==> config.mk <==
export PLATFORM = sky130hd
export DESIGN_NAME = mux_pipe_n
export DESIGN_NICKNAME = d
export VERILOG_FILES = /design/src/rtl/mux_pipe_n_pkg.sv /design/src/rtl/mux_pipe_n_skid_buf.sv /design/src/rtl/mux_pipe_n.sv
export SDC_FILE = /design/constraint.sdc
export NUM_CORES = 1
export LEC_CHECK = 0
export CAP_MARGIN = 20
export CORE_MARGIN = 1
export CORE_UTILIZATION = 40
export CTS_CLUSTER_SIZE = 12
export DETAILED_ROUTE_END_ITERATION = 12
export PLACE_DENSITY = 0.88
export SYNTH_ARGS = -nofsm -noshare
export SYNTH_HDL_FRONTEND = slang
export SYNTH_SLANG_ARGS = --single-unit
==> constraint.sdc <==
create_clock -name clk -period 3.15 [get_ports clk]
set_input_delay 0.63 -clock clk [delete_from_list [all_inputs] [get_ports clk]]
set_output_delay 0.63 -clock clk [all_outputs]
set_load 0.01 [all_outputs]
==> src/rtl/mux_pipe_n_pkg.sv <==
// rtl/mux_pipe_n_pkg.sv - shared helpers for skid-based pipeline stages
package mux_pipe_n_pkg;

  // Occupancy of a 2-entry skid stage: main entry valid, then skid entry valid.
  typedef enum logic [1:0] {
    OCC_EMPTY = 2'd0,
    OCC_ONE   = 2'd1,
    OCC_FULL  = 2'd2
  } occ_e;

  // Select width for an n-way choice; never narrower than one bit.
  function automatic int sel_width(input int n);
    return (n < 2) ? 1 : $clog2(n);
  endfunction

endpackage

==> src/rtl/mux_pipe_n_skid_buf.sv <==
// rtl/mux_pipe_n_skid_buf.sv - 2-entry valid/ready skid buffer with flush
module skid_buf
  import mux_pipe_n_pkg::*;
#(
  parameter int WIDTH = 32
) (
  input  logic             clk,
  input  logic             rst_n,
  input  logic [WIDTH-1:0] in_data,
  input  logic             in_valid,
  output logic             in_ready,
  output logic [WIDTH-1:0] out_data,
  output logic             out_valid,
  input  logic             out_ready,
  input  logic             flush
);

  occ_e             state_q, state_d;
  logic [WIDTH-1:0] main_q, main_d;
  logic [WIDTH-1:0] skid_q, skid_d;
  logic             accept;
  logic             drain;

  // Ready depends only on registered occupancy, so out_ready never reaches upstream.
  assign in_ready  = (state_q != OCC_FULL);
  assign out_valid = (state_q != OCC_EMPTY);
  assign out_data  = main_q;
  assign accept    = in_valid && in_ready;
  assign drain     = out_valid && out_ready;

  // Occupancy register and the two data entries.
  always_ff @(posedge clk or negedge rst_n) begin
    if (!rst_n) begin
      state_q <= OCC_EMPTY;
      main_q  <= '0;
      skid_q  <= '0;
    end else begin
      state_q <= state_d;
      main_q  <= main_d;
      skid_q  <= skid_d;
    end
  end

  // Next occupancy and entry loads; flush drops everything but keeps out_data.
  always_comb begin
    state_d = state_q;
    main_d  = main_q;
    skid_d  = skid_q;
    if (flush) begin
      state_d = OCC_EMPTY;
    end else begin
      case (state_q)
        OCC_EMPTY: begin
          if (accept) begin
            state_d = OCC_ONE;
            main_d  = in_data;
          end
        end
        OCC_ONE: begin
          if (accept && drain) begin
            main_d = in_data;
          end else if (accept) begin
            state_d = OCC_FULL;
            skid_d  = in_data;
          end else if (drain) begin
            state_d = OCC_EMPTY;
          end
        end
        OCC_FULL: begin
          if (drain) begin
            state_d = OCC_ONE;
            main_d  = skid_q;
          end
        end
        default: state_d = OCC_EMPTY;
      endcase
    end
  end

endmodule

==> src/rtl/mux_pipe_n.sv <==
// rtl/mux_pipe_n.sv - N-input pipelined selector with valid/ready and skid buffer
module mux_pipe_n
  import mux_pipe_n_pkg::*;
#(
  parameter  int WIDTH = 32,
  parameter  int N     = 4,
  localparam int SELW  = sel_width(N)
) (
  input  logic               clk,
  input  logic               rst_n,
  input  logic [SELW-1:0]    sel,
  input  logic [N*WIDTH-1:0] in_data,
  input  logic [N-1:0]       in_valid,
  output logic [N-1:0]       in_ready,
  output logic [WIDTH-1:0]   out_data,
  output logic               out_valid,
  input  logic               out_ready,
  input  logic               flush,
  output logic               sel_err
);

  logic             sel_legal;
  logic [WIDTH-1:0] sel_data;
  logic             sel_valid;
  logic             buf_ready;
  logic             sel_err_q, sel_err_d;

  // Out-of-range codes only exist when N is not a power of two.
  assign sel_legal = (int'(sel) < N);

  // N:1 word and valid select; an illegal code selects nothing.
  always_comb begin
    sel_data  = '0;
    sel_valid = 1'b0;
    for (int i = 0; i < N; i++) begin
      if (sel_legal && (sel == SELW'(i))) begin
        sel_data  = in_data[i*WIDTH +: WIDTH];
        sel_valid = in_valid[i];
      end
    end
  end

  // One-hot ready towards the selected channel, forced low during reset.
  always_comb begin
    in_ready = '0;
    for (int i = 0; i < N; i++) begin
      in_ready[i] = (sel == SELW'(i)) && sel_legal && buf_ready && rst_n;
    end
  end

  assign sel_err_d = !sel_legal && (|in_valid);
  assign sel_err   = sel_err_q;

  // One pulse per cycle in which a valid channel met an illegal select.
  always_ff @(posedge clk or negedge rst_n) begin
    if (!rst_n) begin
      sel_err_q <= 1'b0;
    end else begin
      sel_err_q <= sel_err_d;
    end
  end

  skid_buf #(
    .WIDTH(WIDTH)
  ) u_skid_buf (
    .clk      (clk),
    .rst_n    (rst_n),
    .in_data  (sel_data),
    .in_valid (sel_valid),
    .in_ready (buf_ready),
    .out_data (out_data),
    .out_valid(out_valid),
    .out_ready(out_ready),
    .flush    (flush)
  );

endmodule

==> impl_metrics.csv <==
group,metric,value,unit
power_and_ir_drop,peakVddDrop,0.290,mV
drt,routed-via-count,3344,
global_routing,grt_pass1_vias,3524,
layout,antenna_cells,0,
power_and_ir_drop,swShare,0.293,
synthesis,yosysTopAreaCellShare,0.424,
drt,post_drt_wl_per_cell,19.8,um
drt,drtIter0Drc,246,
critical_path,r2r_start,"u_skid_buf.state_q[0]",
synthesis,synthCells,287,
clocking,clock_sinks,66,
critical_path,critical_path_class,"register to output port",
sta,period_share,0.820,
synthesis,yosys_warnings,0,
critical_path,worstPathRequired,2520,ps
clocking,cts_root_buf,"clkbuf_8",
drt,routed_wl,11.5,mm
clocking,cts_setup_buffers,0,
floorplan,fp.coreArea,9330,sq um
sta,setup_viol,0,
clocking,insertion_delay,340,ps
power_and_ir_drop,p_sw,0.924,mW
sta,rsz0062_at_grt,"false",
critical_path,reg2reg_slack,1340,ps
place,dp_hpwl,8.20,mm
sta,max_freq,387,MHz
place,portBuffers,174,
global_routing,antenna_found_initial,0,
critical_path,crit_fanout,7,
floorplan,die_h,101,um
drt,vias_per_cell,5.78,
clocking,cts_max_level,3,
clocking,cts_made_buffers,9,
critical_path,cp_data_arrival_time,1950,ps
synthesis,ys_top_cells_by_area,"dfrtp_1 42%, mux4_2 19%, mux2_2 9.3%",
synthesis,yosysTopAreaCell,"dfrtp_1",
place,pre_cts_slack,373,ps
global_routing,met1_usage,0.284,
layout,fin_util,0.633,
power_and_ir_drop,clkPwrFrac,0.221,
layout,final_nets,584,
sta,drv_slew,0,
run,cap_violations,0,
clocking,post_cts_resize_count,0,
layout,drive_above_1_share,0.222,
layout,syn2layout_area_growth,51.6,%
sta,min_period,2580,ps
global_routing,grt_use_total,0.235,
critical_path,cp-startpoint,"u_skid_buf.state_q[0]",
sta,clock_skew,8.84,ps
critical_path,crit_path_end_kind,"output port",
floorplan,dieArea,10100,sq um
drt,drtAntennaViolNets,0,
global_routing,met3_usage,0.0603,
sta,hold_violations,0,
synthesis,synth-seq-area-share,0.424,
floorplan,ios,176,
place,place_congestion,0.748,
power_and_ir_drop,intPower,2.23,mW
global_routing,busiest_layer,"met2",
clocking,cts_tree,"yes",
floorplan,initial_core_util,0.418,
clocking,cts_buffer_depth,2,
synthesis,synth_area,3890,sq um
power_and_ir_drop,pwr-share-comb,0.355,
critical_path,r2r-end,"u_skid_buf.out_data[17]",
power_and_ir_drop,p_leak,2.43,nW
synthesis,ys_seq_elements,66,
synthesis,syn-num-nets,425,
floorplan,die_w,101,um
drt,drcViolationCount,0,
sta,hold_slack,83.6,ps
drt,drtPass1Iterations,4,
power_and_ir_drop,powerDensity,534,nW/um^2
sta,max_slew_margin,0.460,
power_and_ir_drop,power.share.sequential,0.424,
critical_path,reg2regPathDepth,4,
status,status,"complete, no violations",
sta,finalWorstSetupSlack,567,ps
clocking,clkTransAtPathRegs,70,ps
clocking,cts_hold_buffers,0,
synthesis,ys_types,30,
critical_path,startpoint_type,"register",
sta,worst_pin_slew,810,ps
global_routing,met2_usage,0.413,
synthesis,syn_area_per_cell,13.6,sq um
layout,finalInstanceArea,5900,sq um
hold_path,hold_path.class,"primary input to asynchronous set/reset pin",
global_routing,grt_max_degree,66,
global_routing,grt_first_pass_wirelength,18.0,mm
sta,fin_setup_tns,0,ps
floorplan,rows,35,
global_routing,grt-ovfl-total,0,
place,postPlaceCellArea,5710,sq um
## metrics by stage
step	total power [mW]	std cells
3_5_place_dp	2.47	564
6_report	3.15	579
4_1_cts	3.17	579
5_1_grt	3.31	579
3_3_place_gp	2.41	564
2_1_floorplan	1.88	287
## synth_stat cells
cell       n
dfrtp_1   66
mux4_2    33
a311oi_1  32
mux2_2    32
mux2i_1   32
a31oi_1   31
clkbuf_1  22
buf_2      8
buf_6      5
nand3_1    3
nand2b_1   2
nor3_1     2
nor3b_1    2
a211oi_1   1
a21oi_1    1
a31oi_2    1
a32o_2     1
and4_1     1
buf_1      1
buf_4      1
clkinv_1   1
conb_1     1
inv_1      1
nand2_1    1
nand4b_1   1
nor2_1     1
nor2b_1    1
nor4bb_1   1
or2_2      1
or4_1      1
## state kept, by name, indices dropped and copies added, names as in the netlist
| signal | flops |
|---|---|
| u_skid_buf.out_data | 32 |
| u_skid_buf.skid_q | 32 |
| u_skid_buf.state_q | 2 |
## layer usage
metal / part of all wire / vias to the layer above
li1: - / 1495
met2: 0.54 / 162
met5: 0 / -
met3: 0.072 / 13
met1: 0.38 / 1674
met4: 0.011 / 0
## cells by family after synthesis
kind of cell | share of synthesized area
AO/OA/AOI/OAI | 0.131
buffers and inverters | 0.0508
flip-flops | 0.424
multiplexers | 0.366
other | 0.000963
AND/OR/NAND/NOR | 0.0276
## layout make-up
class                           count  area, sq um
Tap cell                          129          161
Inverter                            2         7.51
Sequential cell                    66         1650
Clock inverter                      5         55.1
Fill cell                         720         3420
Timing Repair Buffer              185         1820
Clock buffer                       10          138
Multi-Input combinational cell    182         2070
## worst max path at each step
stage                     depth (start not counted)                    end
after floorplan                                   5            in_ready[1]
after global placement                            5  u_skid_buf.skid_q[23]
after detailed placement                          5   u_skid_buf.skid_q[2]
after CTS                                         4            in_ready[1]
after global routing                              4            in_ready[1]
final                                             4            in_ready[1]
## layout by cell type, fill, tap and decap left out, types with 3 or more instances in the layout
cell type,instances
clkdlybuf4s50_1,171
clkbuf_8,10
mux2_2,32
mux4_2,33
mux2i_1,32
nand3_1,3
buf_4,11
dfrtp_1,66
a311oi_1,32
a31oi_1,31
## power groups by stage
stage               combinational [mW]  clock (mW)  sequential, mW
floorplan                        0.527           0            1.36
global placement                  1.08           0            1.33
detailed placement                1.12           0            1.35
CTS                               1.13       0.711            1.33
global route                      1.20       0.744            1.37
finish                            1.12       0.697            1.34
## worst max-delay path, cell delays in order, from the launching register on
cell             delay (ps)
dfrtp_1                 500
nand2b_2                220
nand2_1                 110
nor3b_1                 200
clkdlybuf4s50_1         580
(Power assumes the default switching activity.)
